<file path="config.mk">
export PLATFORM = sky130hd
export DESIGN_NAME = seg_595_rx
export DESIGN_NICKNAME = d
export VERILOG_FILES = /design/src/rtl/seg_595_rx.sv
export SDC_FILE = /design/constraint.sdc
export NUM_CORES = 1
export LEC_CHECK = 0
export BUFFER_PORTS_ARGS = -buffer_cell sky130_fd_sc_hd__buf_2
export CAP_MARGIN = 30
export CORE_ASPECT_RATIO = 0.5
export CORE_UTILIZATION = 59
export DETAILED_ROUTE_END_ITERATION = 12
export PLACE_DENSITY_LB_ADDON = 0.1
export SLEW_MARGIN = 15
export SYNTH_ARGS = -nofsm -noshare
export SYNTH_HDL_FRONTEND = slang
export SYNTH_SLANG_ARGS = --single-unit
</file>
<file path="constraint.sdc">
create_clock -name sys_clk -period 3 [get_ports sys_clk]
set_input_delay 0.6 -clock sys_clk [delete_from_list [all_inputs] [get_ports sys_clk]]
set_output_delay 0.6 -clock sys_clk [all_outputs]
set_load 0.005 [all_outputs]
</file>
<file path="src/rtl/seg_595_rx.sv">
// Receive-side model of two cascaded 74HC595s driving a six-digit 7-seg display.
// Rebuilds each latched 14-bit word, decodes segments and assembles six-digit frames.
module seg_595_rx #(
  parameter int TIMEOUT = 50_000
) (
  input  logic        sys_clk,
  input  logic        sys_rst_n,
  input  logic        stcp,
  input  logic        shcp,
  input  logic        ds,
  input  logic        oe,
  output logic [5:0]  sel_out,
  output logic [7:0]  seg_out,
  output logic        word_vld,
  output logic        len_err,
  output logic        sel_err,
  output logic [23:0] disp_data,
  output logic [5:0]  disp_point,
  output logic [5:0]  disp_minus,
  output logic [5:0]  disp_blank,
  output logic [5:0]  code_err,
  output logic        disp_on,
  output logic        frame_vld
);
  localparam int TW = $clog2(TIMEOUT + 1);

  typedef enum logic {IDLE, COLLECT} state_t;

  logic [2:0] stcp_q, shcp_q;
  logic [1:0] ds_q, oe_q;
  logic       stcp_rise, shcp_rise;
  logic [13:0] sr;
  logic [3:0]  bit_cnt;
  logic [5:0]  sel_nxt;

  always_ff @(posedge sys_clk or negedge sys_rst_n) begin
    if (!sys_rst_n) begin
      stcp_q <= '0;
      shcp_q <= '0;
      ds_q   <= '0;
      oe_q   <= '0;
    end else begin
      stcp_q <= {stcp_q[1:0], stcp};
      shcp_q <= {shcp_q[1:0], shcp};
      ds_q   <= {ds_q[0], ds};
      oe_q   <= {oe_q[0], oe};
    end
  end

  assign stcp_rise = stcp_q[1] & ~stcp_q[2];
  assign shcp_rise = shcp_q[1] & ~shcp_q[2];

  // First bit shifted lands in sr[13] and belongs to sel[0]
  always_comb begin
    sel_nxt = '0;
    for (int k = 0; k < 6; k++) sel_nxt[k] = sr[13-k];
  end

  // Latch sees sr before a coincident shift, as the real part does
  always_ff @(posedge sys_clk or negedge sys_rst_n) begin
    if (!sys_rst_n) begin
      sr       <= '0;
      bit_cnt  <= '0;
      sel_out  <= '0;
      seg_out  <= 8'hFF;
      word_vld <= 1'b0;
      len_err  <= 1'b0;
      sel_err  <= 1'b0;
      disp_on  <= 1'b0;
    end else begin
      disp_on  <= ~oe_q[1];
      word_vld <= stcp_rise;
      len_err  <= stcp_rise && (bit_cnt != 4'd14);
      sel_err  <= stcp_rise && !$onehot(sel_nxt);
      if (shcp_rise) sr <= {sr[12:0], ds_q[1]};
      if (stcp_rise) begin
        sel_out <= sel_nxt;
        seg_out <= sr[7:0];
        bit_cnt <= shcp_rise ? 4'd1 : 4'd0;
      end else if (shcp_rise && bit_cnt != 4'd15) begin
        bit_cnt <= bit_cnt + 4'd1;
      end
    end
  end

  logic [3:0] dec_nib;
  logic       dec_minus, dec_blank, dec_err;

  always_comb begin
    dec_nib   = 4'h0;
    dec_minus = 1'b0;
    dec_blank = 1'b0;
    dec_err   = 1'b0;
    case (seg_out[6:0])
      7'h40: dec_nib = 4'h0;
      7'h79: dec_nib = 4'h1;
      7'h24: dec_nib = 4'h2;
      7'h30: dec_nib = 4'h3;
      7'h19: dec_nib = 4'h4;
      7'h12: dec_nib = 4'h5;
      7'h02: dec_nib = 4'h6;
      7'h78: dec_nib = 4'h7;
      7'h00: dec_nib = 4'h8;
      7'h10: dec_nib = 4'h9;
      7'h08: dec_nib = 4'hA;
      7'h03: dec_nib = 4'hB;
      7'h46: dec_nib = 4'hC;
      7'h21: dec_nib = 4'hD;
      7'h06: dec_nib = 4'hE;
      7'h0E: dec_nib = 4'hF;
      7'h3F: dec_minus = 1'b1;
      7'h7F: dec_blank = 1'b1;
      default: begin
        dec_nib = 4'hF;
        dec_err = 1'b1;
      end
    endcase
  end

  state_t         state;
  logic [TW-1:0]  timer;
  logic [5:0]     seen, seen_n;
  logic [5:0][3:0] sh_nib, nib_n;
  logic [5:0]     sh_pt, sh_mn, sh_bl, sh_er;
  logic [5:0]     pt_n, mn_n, bl_n, er_n;
  logic           accept;

  assign accept = word_vld & ~len_err & ~sel_err;

  always_comb begin
    seen_n = seen;
    nib_n  = sh_nib;
    pt_n   = sh_pt;
    mn_n   = sh_mn;
    bl_n   = sh_bl;
    er_n   = sh_er;
    if (accept) begin
      for (int k = 0; k < 6; k++) begin
        if (sel_out[k]) begin
          seen_n[k] = 1'b1;
          nib_n[k]  = dec_nib;
          pt_n[k]   = ~seg_out[7];
          mn_n[k]   = dec_minus;
          bl_n[k]   = dec_blank;
          er_n[k]   = dec_err;
        end
      end
    end
  end

  always_ff @(posedge sys_clk or negedge sys_rst_n) begin
    if (!sys_rst_n) begin
      state      <= IDLE;
      timer      <= '0;
      seen       <= '0;
      sh_nib     <= '0;
      sh_pt      <= '0;
      sh_mn      <= '0;
      sh_bl      <= '0;
      sh_er      <= '0;
      disp_data  <= '0;
      disp_point <= '0;
      disp_minus <= '0;
      disp_blank <= '0;
      code_err   <= '0;
      frame_vld  <= 1'b0;
    end else begin
      frame_vld <= 1'b0;
      if (accept) begin
        sh_nib <= nib_n;
        sh_pt  <= pt_n;
        sh_mn  <= mn_n;
        sh_bl  <= bl_n;
        sh_er  <= er_n;
      end
      case (state)
        IDLE: if (accept) begin
          seen  <= seen_n;
          timer <= TW'(TIMEOUT - 1);
          state <= COLLECT;
        end
        COLLECT: begin
          if (accept && seen_n == 6'h3F) begin
            disp_data  <= nib_n;
            disp_point <= pt_n;
            disp_minus <= mn_n;
            disp_blank <= bl_n;
            code_err   <= er_n;
            frame_vld  <= 1'b1;
            seen       <= '0;
            state      <= IDLE;
          end else if (timer == '0) begin
            seen  <= '0;
            state <= IDLE;
          end else begin
            timer <= timer - 1'b1;
            if (accept) seen <= seen_n;
          end
        end
        default: state <= IDLE;
      endcase
    end
  end
endmodule

</file>
* After elaboration in Yosys (flattened, before gate mapping) *
Index checks and enable logic that the tools add are counted.

storage, ports and cells
  word-level logic and storage cells = 148
  register bits after elaboration = 166
  bits in read-only memories = 0
  output and inout port bits = 67
  bits in latches = 0
  input bits = 6
  memories = 0
  RAM bits = 0

operators by class
  add/sub/neg operators = 7
  div/mod/pow operators = 0
  muxes and demuxes = 63
  equal/unequal tests = 24
  $lt $le $gt $ge = 0
  reductions and logical operators = 12
  shift-type cells = 0
  multiply operators = 0
  bitwise logic cells = 11

operators with widths
  operator                                             number
  case mux 4 bit (15 select lines)                     1
  two-way mux 16 bit                                   3
  two-way mux 6 bit                                    8
  two-way mux 1 bit                                    39
  == test 7 bit (second input constant)                5
  two-way mux 4 bit                                    8
  case mux 16 bit (2 select lines)                     1
  == test 7 x 6 -> 1 bit (second input constant)       4
  two-way mux 24 bit                                   1
  == test 7 x 5 -> 1 bit (second input constant)       3
  OR reduction 18 bit                                  1
  logical NOT 16 bit                                   1
  subtractor 16 x 1 -> 16 bit (second input constant)  1
  == test 7 x 2 -> 1 bit (second input constant)       2
  == test 7 x 4 -> 1 bit (second input constant)       2
  case mux 6 bit (2 select lines)                      1
  != test 4 bit (second input constant)                2
  == test 7 x 3 -> 1 bit (second input constant)       1
  logical NOT 7 bit                                    1
  inverter 1 bit                                       7
  adder 1 x 1 -> 2 bit                                 3
  == test 6 bit (second input constant)                1
  != test 2 bit (second input constant)                3
  adder 4 x 1 -> 4 bit (second input constant)         1
  11 further kinds                                     17

* Depth between registers and ports, before layout *
Gate-level depths: netlist of run 1.

  depth after elaboration = 8
  mapped depth = 8
  mapped depth without buffers = 8

* Worst setup path after synthesis of run 1 *
OpenSTA, ideal clock, no wires.

  kind = register -> register
  start point = reg sr[8]
  end point = reg sel_err
  data required time = 2918 ps
  clock period less this slack = 2308 ps
  library setup time = 82 ps
  stages on the path, launching flop included = 9
  path buffers = 0
  setup slack = 692 ps
  arrival = 2226 ps
  cells stage by stage = dfrtp_1 fa_1 inv_1 fa_1 inv_1 ha_1 inv_1 fa_1 a31oi_1

between the ends
  longest elaborated chain between the ends = 5

RTL lines
  element                                     line  source
  start: declaration                          32    logic [13:0] sr;
  start signal: assignment                    75    if (shcp_rise) sr <= {sr[12:0], ds_q[1]};
  adder 1 x 1 -> 2 bit (implied by the code)  74    sel_err <= stcp_rise && !$onehot(sel_nxt);
  adder 3 x 2 -> 3 bit (implied by the code)  74
  == test 3 x 1 -> 1 bit                      74
  logical NOT 1 bit                           74
  logical AND 1 bit                           74
  end signal: assignment                      74
  end: declaration                            16    output logic sel_err,

Every way passes these cells.
A chain may end at the register's enable or synchronous reset.

* Worst setup path after layout of run 1 *
Same ends and word-level chain as after synthesis.

==> metrics.md, run 1 <==
| Metric | Value |
|---|---|
| Switching Fraction | 33.2% |
| Die H | 80.1 µm |
| Final #Nets | 767 |
| CP startpoint | sr[8] |
| CP delay by family, top | adder cells |
| Final hold vios | 0 |
| Root Driver | clkbuf_16 |
| Seq cells post-synth | 166 |
| Yosys cell types | 61 |
| Synth async-reset ratio | 100% |
| Setup CP Type | flip-flop to flip-flop |
| Worst Hold Class | input port to async pin |
| CP max stage delay | roughly 0.57 ns |
| Least-Margin Pin Slew | 0.802 ns |
| Wire per inst | 16.9 µm |
| Pwr Density | roughly 830 nW/µm² |
| IR Drop Worst-Case VDD | 0.000514 V |
| Netlist Area Pre-Place | 7210 µm² |
| Outcome | complete, no violations |
| CP Cell Sequence | fa_1 > inv_1 > fa_1 > inv_1 > ha_1 > inv_1 > fa_1 > a31oi_1 |
| RSZ-0062 raised after global routing | no |
| Row count | 28 |
| Adder-Cell Fraction of Synth Area | 1.53% |
| Warnings from Yosys | 0 |
| Routed WL | 15.7 mm |
| Setup_tns | 0 ns |
| First-pass GRT wire length | 25.9 mm |
| Syn avg cell area | 10.5 µm² |
| Final HPWL DP | approximately 10 mm |
| Multiplexer share of the synthesized area | 4.97% |
| Seq/Total Area, Yosys | between 50 and 60% |
| Sequential power share | 46.5% |
| Initial DRC Count | 471 |
| Core area | 11,800 µm² |
| Crit path time final | 2.45 ns |
| Clk Latency, worst-skew pair | roughly 0.42 ns |
| Top_reg_cell synth | dfrtp_1 |
| Chip width | roughly 160 µm |
| Pint | approximately 0.0046 W |
| Worst path slowest cell | fa_1 |
| Clock power frac | 31.8% |
| DIE AREA | 12,700 µm² |
| Via density | ~5.8 |
| CP Data Required Time | 3.33 ns |
| Post-DRT Antenna Nets | 0 |
| Syn Nets | 699 |
| Largest net degree at the start of global routing | 76 |
| CTS hold repair buffers | 0 |
| Num CTS Buffers | 17 |
| Post-synthesis simple-gate area fraction | ~19% |
| Clock Pin Slew Worst Setup and Hold Paths | 0.07 ns |
| Port bufs | 72 |
| Vias in the first global route | 5,125 |
| RD Place Congestion | 0.876 |
| PostCTS Resize Cnt | 0 |
| Mapped Cells | 686 |
| Fin cells | 932 |
| Hold slack | 0.197 ns |
| Count of flip-flops with a built-in enable after synthesis | 0 |
| Layout cells sized above 1 | 22.6% |
| FMAX | 409 MHz |
| Slew Limit Fails | 0 |
| WP buf/inv | 3 |
| Ant diodes | 0 |
| Final period util | 81.6% |
| Pre-antenna DRT Iters | 5 |
| Total track usage | 26.8% |
| Initial antenna violation count | 0 |
| Pleak | 3.96 nW |
| TritonCTS clock tree | yes |
| DRC violations left | 0 |
| Post-CTS Setup Inserts | 0 |
| Clock Tree Buf Depth | 2 |
| Critical Path End Type | flip-flop |
| Worst-path maximum fanout | 4 |
| I/O pins | 73 |
| Synthesis-to-layout area growth | 16.4% |
| Clock sink count | roughly 170 |
| Switching pwr | about 0.0023 W |
| Critical Path Source Type | flip-flop |
| Rel. slew slack | 46.2% |
| H-Tree Depth | 4 |
| Synth Area in Compound Gates | between 10% and 20% |
| # setup viols final | 0 |
| Grt total ovfl | 0 |
| Combinational Power Share | 21.7% |
| Clock skew | 0.00889 ns |
| Dpl cells | between 800 and 900 |
| Max Cap Viol | 0 |
| Critical path arrival | between 2 and 3 ns |
| Largest family of logic cells by synthesized area | simple AND/OR/NAND/NOR gates |
| FF-to-FF Start | sr[8] |
| Via count | 5,434 |
| Synth Area in XOR/XNOR | approximately 1.5% |
| Initial Utilization | 60.9% |
-- per-layer routing --
layer	vias up	GRT usage, %	routed length [µm]
li1	2550	-	-
met4	0	8.17	165
met2	152	41.5	7280
met3	17	4.96	782
met5	-	0	0
met1	2715	38.4	7500
-- cell usage after synthesis (2+ instances only) --
library cell	number	area share (%)
nand4_1	6	0.52
or3_1	9	0.78
xnor2_1	4	0.49
inv_1	14	0.73
clkbuf_1	24	1.3
or4_1	3	0.31
nor4_1	7	0.61
nor4bb_1	8	1.1
nand2_1	117	6.1
nor2b_1	4	0.35
o21ai_0	69	4.8
nor3_1	8	0.56
xor2_1	8	0.97
o31ai_1	9	0.94
nor4b_1	3	0.36
dfstp_2	8	2.9
fa_1	3	0.83
o22a_1	3	0.36
or2_2	3	0.26
and4_1	3	0.36
mux2i_1	2	0.28
dfrtp_1	158	55
a21oi_1	20	1.4
nor2_1	58	3.0
nand4b_1	2	0.24
buf_2	13	0.90
ha_1	4	0.69
a211oi_1	5	0.52
buf_1	2	0.10
or3_4	2	0.31
o211ai_1	2	0.21
mux2_2	30	4.7
a31oi_1	29	2.5
nand3_1	7	0.49
nand2b_1	5	0.43
nand4bb_1	6	0.94
nor3b_1	4	0.42
-- path summary, 6_finish.rpt --
path,to,slack (ns),depth (start not counted)
max,sel_err,0.55,8
min,frame_vld,0.20,1
max reg2reg,sel_err,0.55,8
min reg2reg,stcp_q[1],0.35,0
max in group asynchronous,seg_out[2],2.09,2
min in group sys_clk,ds_q[0],0.28,1
-- cells by family (layout without fill, tap and decap cells) --
logic type / Yosys count / in the layout
buffers and inverters: 55 / 136
flip-flops: 166 / 166
adder cells (fa/ha/maj): 7 / 7
AND/OR/NAND/NOR: 264 / 264
XOR/XNOR: 12 / 12
AO/OA/AOI/OAI: 150 / 150
multiplexers: 32 / 32
-- sequential cells by signal (all words and copies together), names as in the netlist, 2 cells and up --
name,cells
shcp_q,3
disp_point,6
sr,14
sh_mn,6
disp_blank,6
sh_bl,6
timer,16
stcp_q,3
sh_pt,6
bit_cnt,4
seg_out,8
disp_minus,6
seen,6
code_err,6
ds_q,2
sh_nib,24
oe_q,2
sel_out,6
sh_er,6
disp_data,24
-- final cells by class --
type / count / area (µm²)
Sequential cell: 166 / 4160
Fill cell: 902 / 3460
Multi-Input combinational cell: 465 / 2820
Timing Repair Buffer: 89 / 532
Clock buffer: 19 / 443
Tap cell: 165 / 206
Clock inverter: 13 / 159
Inverter: 15 / 56.3
-- cells in the final DEF, fill, tap and decap left out, drive strengths merged, types with 9 or more instances in the layout --
master	count
inv	21
buf	88
dfrtp	158
o21ai	69
or3	11
mux2	30
nor3	9
a31oi	29
nand2	117
a21oi	20
o31ai	9
clkbuf	20
nor2	58
-- stage by stage --
stage / total power [W] / setup WS (ns) / cell area (µm²) / util (%)
4_1_cts: 0.00697 / 0.551 / 8380 / 70.7
3_5_place_dp: 0.00473 / 0.582 / 7770 / 65.7
3_3_place_gp: 0.00466 / 0.651 / 7770 / 65.7
2_1_floorplan: 0.00424 / 0.692 / 7210 / -
6_report: 0.00695 / 0.553 / 8380 / 70.8
5_1_grt: 0.00737 / 0.390 / 8380 / 70.8
-- worst register-to-register path, stage by stage (launching register included) --
cell and delay (ns):
dfrtp_1 0.43, fa_1 0.57, inv_1 0.05, fa_1 0.47, inv_1 0.04, ha_1 0.16, inv_1 0.06, fa_1 0.41
a31oi_1 0.16
-- power by group through the flow --
stage          Clock [W]  Sequential, W  Combinational, W
5_1_grt          0.00234        0.00330           0.00173
3_5_place_dp           0        0.00325           0.00148
2_1_floorplan          0        0.00305           0.00119
3_3_place_gp           0        0.00323           0.00143
6_report         0.00221        0.00323           0.00151
4_1_cts          0.00225        0.00322           0.00151
No activity file was read; power rests on OpenSTA's default activity.
==> inputs of run 2 (changes only) <==
--- a/config.mk
+++ b/config.mk
@@ -8,7 +8,7 @@
 export BUFFER_PORTS_ARGS = -buffer_cell sky130_fd_sc_hd__buf_2
 export CAP_MARGIN = 30
 export CORE_ASPECT_RATIO = 0.5
-export CORE_UTILIZATION = 59
+export CORE_UTILIZATION = 53
 export DETAILED_ROUTE_END_ITERATION = 12
 export PLACE_DENSITY_LB_ADDON = 0.1
 export SLEW_MARGIN = 15
==> constraint.sdc (replaced) <==
create_clock -name sys_clk -period 2 [get_ports sys_clk]
set_input_delay 0.4 -clock sys_clk [delete_from_list [all_inputs] [get_ports sys_clk]]
set_output_delay 0.4 -clock sys_clk [all_outputs]
set_load 0.005 [all_outputs]
==> metrics.md, run 2 (synthesis results as in run 1) <==
| Metric | Value |
|---|---|
| Final hold vios | 0 (unchanged) |
| Final HPWL DP | 11.5 mm (+13%) |
| Least-Margin Pin Slew | 0.659 ns (-0.142 ns) |
| Clk Latency, worst-skew pair | 0.42 ns (about the same) |
| TritonCTS clock tree | yes |
| # setup viols final | 63 (+63) |
| Crit path time final | 2.37 ns (-0.0792 ns) |
| Max Cap Viol | 0 (unchanged) |
| Routed WL | 19.8 mm (+26%) |
| Most common cell after layout, fill and taps aside | dfrtp_1 |
| Critical path arrival | 2.67 ns (-0.11 ns) |
| First-pass GRT wire length | 28.1 mm (+8.6%) |
| Setup_tns | -5.43 ns (-5.43 ns) |
| Final Cell Area | 9980 µm² (+19%) |
| Grt total ovfl | 0 (unchanged) |
| Wire per inst | 19.1 µm (+13%) |
| Critical Path End Type | flip-flop |
| Chip width | 167 µm (+5.4%) |
| Largest net degree at the start of global routing | 53 (-30%) |
| Initial antenna violation count | 0 (unchanged) |
| Total track usage | 25.6% (-1.2 points) |
| Outcome | complete, but fails checks |
| Largest registers | disp_data: 24 flops, sh_nib: 24 flops, timer: 16 flops |
| Pre-antenna DRT Iters | 5 (unchanged) |
| Die H | 84.5 µm (+5.4%) |
| Rel. slew slack | 55.9% (+9.7 points) |
| Ant diodes | 0 (unchanged) |
| DIE AREA | 14,100 µm² (+11%) |
| Port bufs | 72 (unchanged) |
| Worst Hold Class | input port to flip-flop |
| Via count | 6,071 (+12%) |
| RD Place Congestion | 0.880 (+0.50%) |
| Core area | 13,000 µm² (+9.4%) |
| Failing checks | setup timing |
| FMAX | 422 MHz (+3.3%) |
| Final Worst Setup Slack | -0.368 ns (-0.921 ns) |
| Pleak | 4.62 nW (+17%) |
| Initial Utilization | 55.6% (-5.2 points) |
| Worst-path maximum fanout | 2 (-2) |
| Placed cell area | 8370 µm² (+7.6%) |
| Via density | 5.87 (+0.60%) |
| Critical Path Source Type | flip-flop |
| IR Drop Worst-Case VDD | 0.000721 V (+40%) |
| Initial DRC Count | 473 (+0.42%) |
| Post-DRT Antenna Nets | 0 (unchanged) |
| Clock sink count | 166 (unchanged) |
| DRC violations left | 0 (unchanged) |
| CP Data Required Time | 2.30 ns (-1.03 ns) |
| RSZ-0062 raised after global routing | yes |
| Num CTS Buffers | 17 (unchanged) |
| Final period util | 118% (+37 points) |
| Clock Tree Buf Depth | 2 (unchanged) |
| H-Tree Depth | 4 (unchanged) |
| Final #Nets | 866 (+13%) |
| Layout cells sized above 1 | 40.5% (+18 points) |
| Clock skew | 0.0106 ns (+0.00166 ns) |
| Slew Limit Fails | 0 (unchanged) |
| Commonest cells after routing, fill and taps aside | dfrtp_1, nand2_1, buf_4, buf_2, nor2_1 |
| I/O pins | 73 (unchanged) |
| Pwr Density | 1270 nW/µm² (+53%) |
| Vias in the first global route | 5,510 (+7.5%) |
| Setup CP Type | flip-flop to flip-flop |
| Root Driver | clkbuf_16 |
| Synthesis-to-layout area growth | 38.5% |
| Row count | 29 (+3.6%) |
| Clock Pin Slew Worst Setup and Hold Paths | 0.07 ns (about the same) |
-- run 2: changes by cell type in the layout (fill, tap and decap cells not counted), moves of 9 or more --
cell | previous run | this run
a31oi_1 | 29 | 9
o21ai_1 | 0 | 14
o21ai_0 | 69 | 46
buf_4 | 13 | 87
buf_6 | 1 | 13
o21ai_2 | 0 | 9
a31oi_4 | 0 | 17
-- run 2: timing repair --
action,in CTS,in global routing
gates cloned,0,3
hold endpoints to repair,33,0
hold buffers,1,0
buffers inserted,0,31
setup endpoints to repair,44,89
pin swaps,19,38
resized for setup,28,114
-- run 2: path summary, 6_finish.rpt --
path / start / to / slack (ns) / cells past startpoint
worst max-delay path: sr[11] / sel_err / -0.37 / 8
worst min-delay path: oe / oe_q[0] / 0.08 / 1
worst max register to register: sr[11] / sel_err / -0.37 / 8
worst min register to register: stcp_q[0] / stcp_q[1] / 0.35 / 0
max in group asynchronous: sys_rst_n / seg_out[4] / 0.89 / 3
min in group asynchronous: sys_rst_n / sh_pt[2] / 0.45 / 2
-- run 2: final cells by class --
type	instances	area, µm²
Sequential cell	166	4160
Multi-Input combinational cell	465	3500
Fill cell	809	2970
Timing Repair Buffer	188	1460
Clock buffer	17	425
Tap cell	170	213
Clock inverter	14	164
Inverter	15	56.3
-- run 2: through the flow --
| stage | utilization, % | cells | setup WS (ns) | power [W] | hold WS (ns) |
|---|---|---|---|---|---|
| after CTS | 70.0 | 1001 | -0.378 | 0.0113 | 0.0673 |
| after global routing | 77.1 | 1035 | -0.449 | 0.0133 | 0.0689 |
| after floorplan | - | 686 | -0.277 | 0.00639 | 0.104 |
| after global placement | 64.6 | 969 | -0.303 | 0.00774 | 0.331 |
| after detailed placement | 64.6 | 969 | -0.371 | 0.00788 | 0.334 |
| final | 77.1 | 1035 | -0.368 | 0.0127 | 0.0815 |
-- run 2: routing by layer --
layer | GRT usage [%] | part of all wire (%) | vias to the layer above
met5 | 0 | 0 | -
li1 | - | - | 2758
met4 | 7.24 | 2.3 | 0
met1 | 36.9 | 45 | 3064
met2 | 40.1 | 48 | 203
met3 | 4.57 | 5.3 | 46
-- run 2: power breakdown --
part           internal [W]  leakage (nW)  switching, W
clock               0.00187         0.280       0.00144
sequential          0.00412          2.15      0.000514
combinational       0.00223          2.18       0.00250
-- run 2: worst max-delay path, stage by stage, from the launching register on --
cell and delay (ns):
dfrtp_1 0.40, fa_1 0.55, inv_1 0.05, fa_1 0.42, inv_1 0.07, ha_2 0.17, inv_2 0.04, fa_1 0.48
a31oi_1 0.07
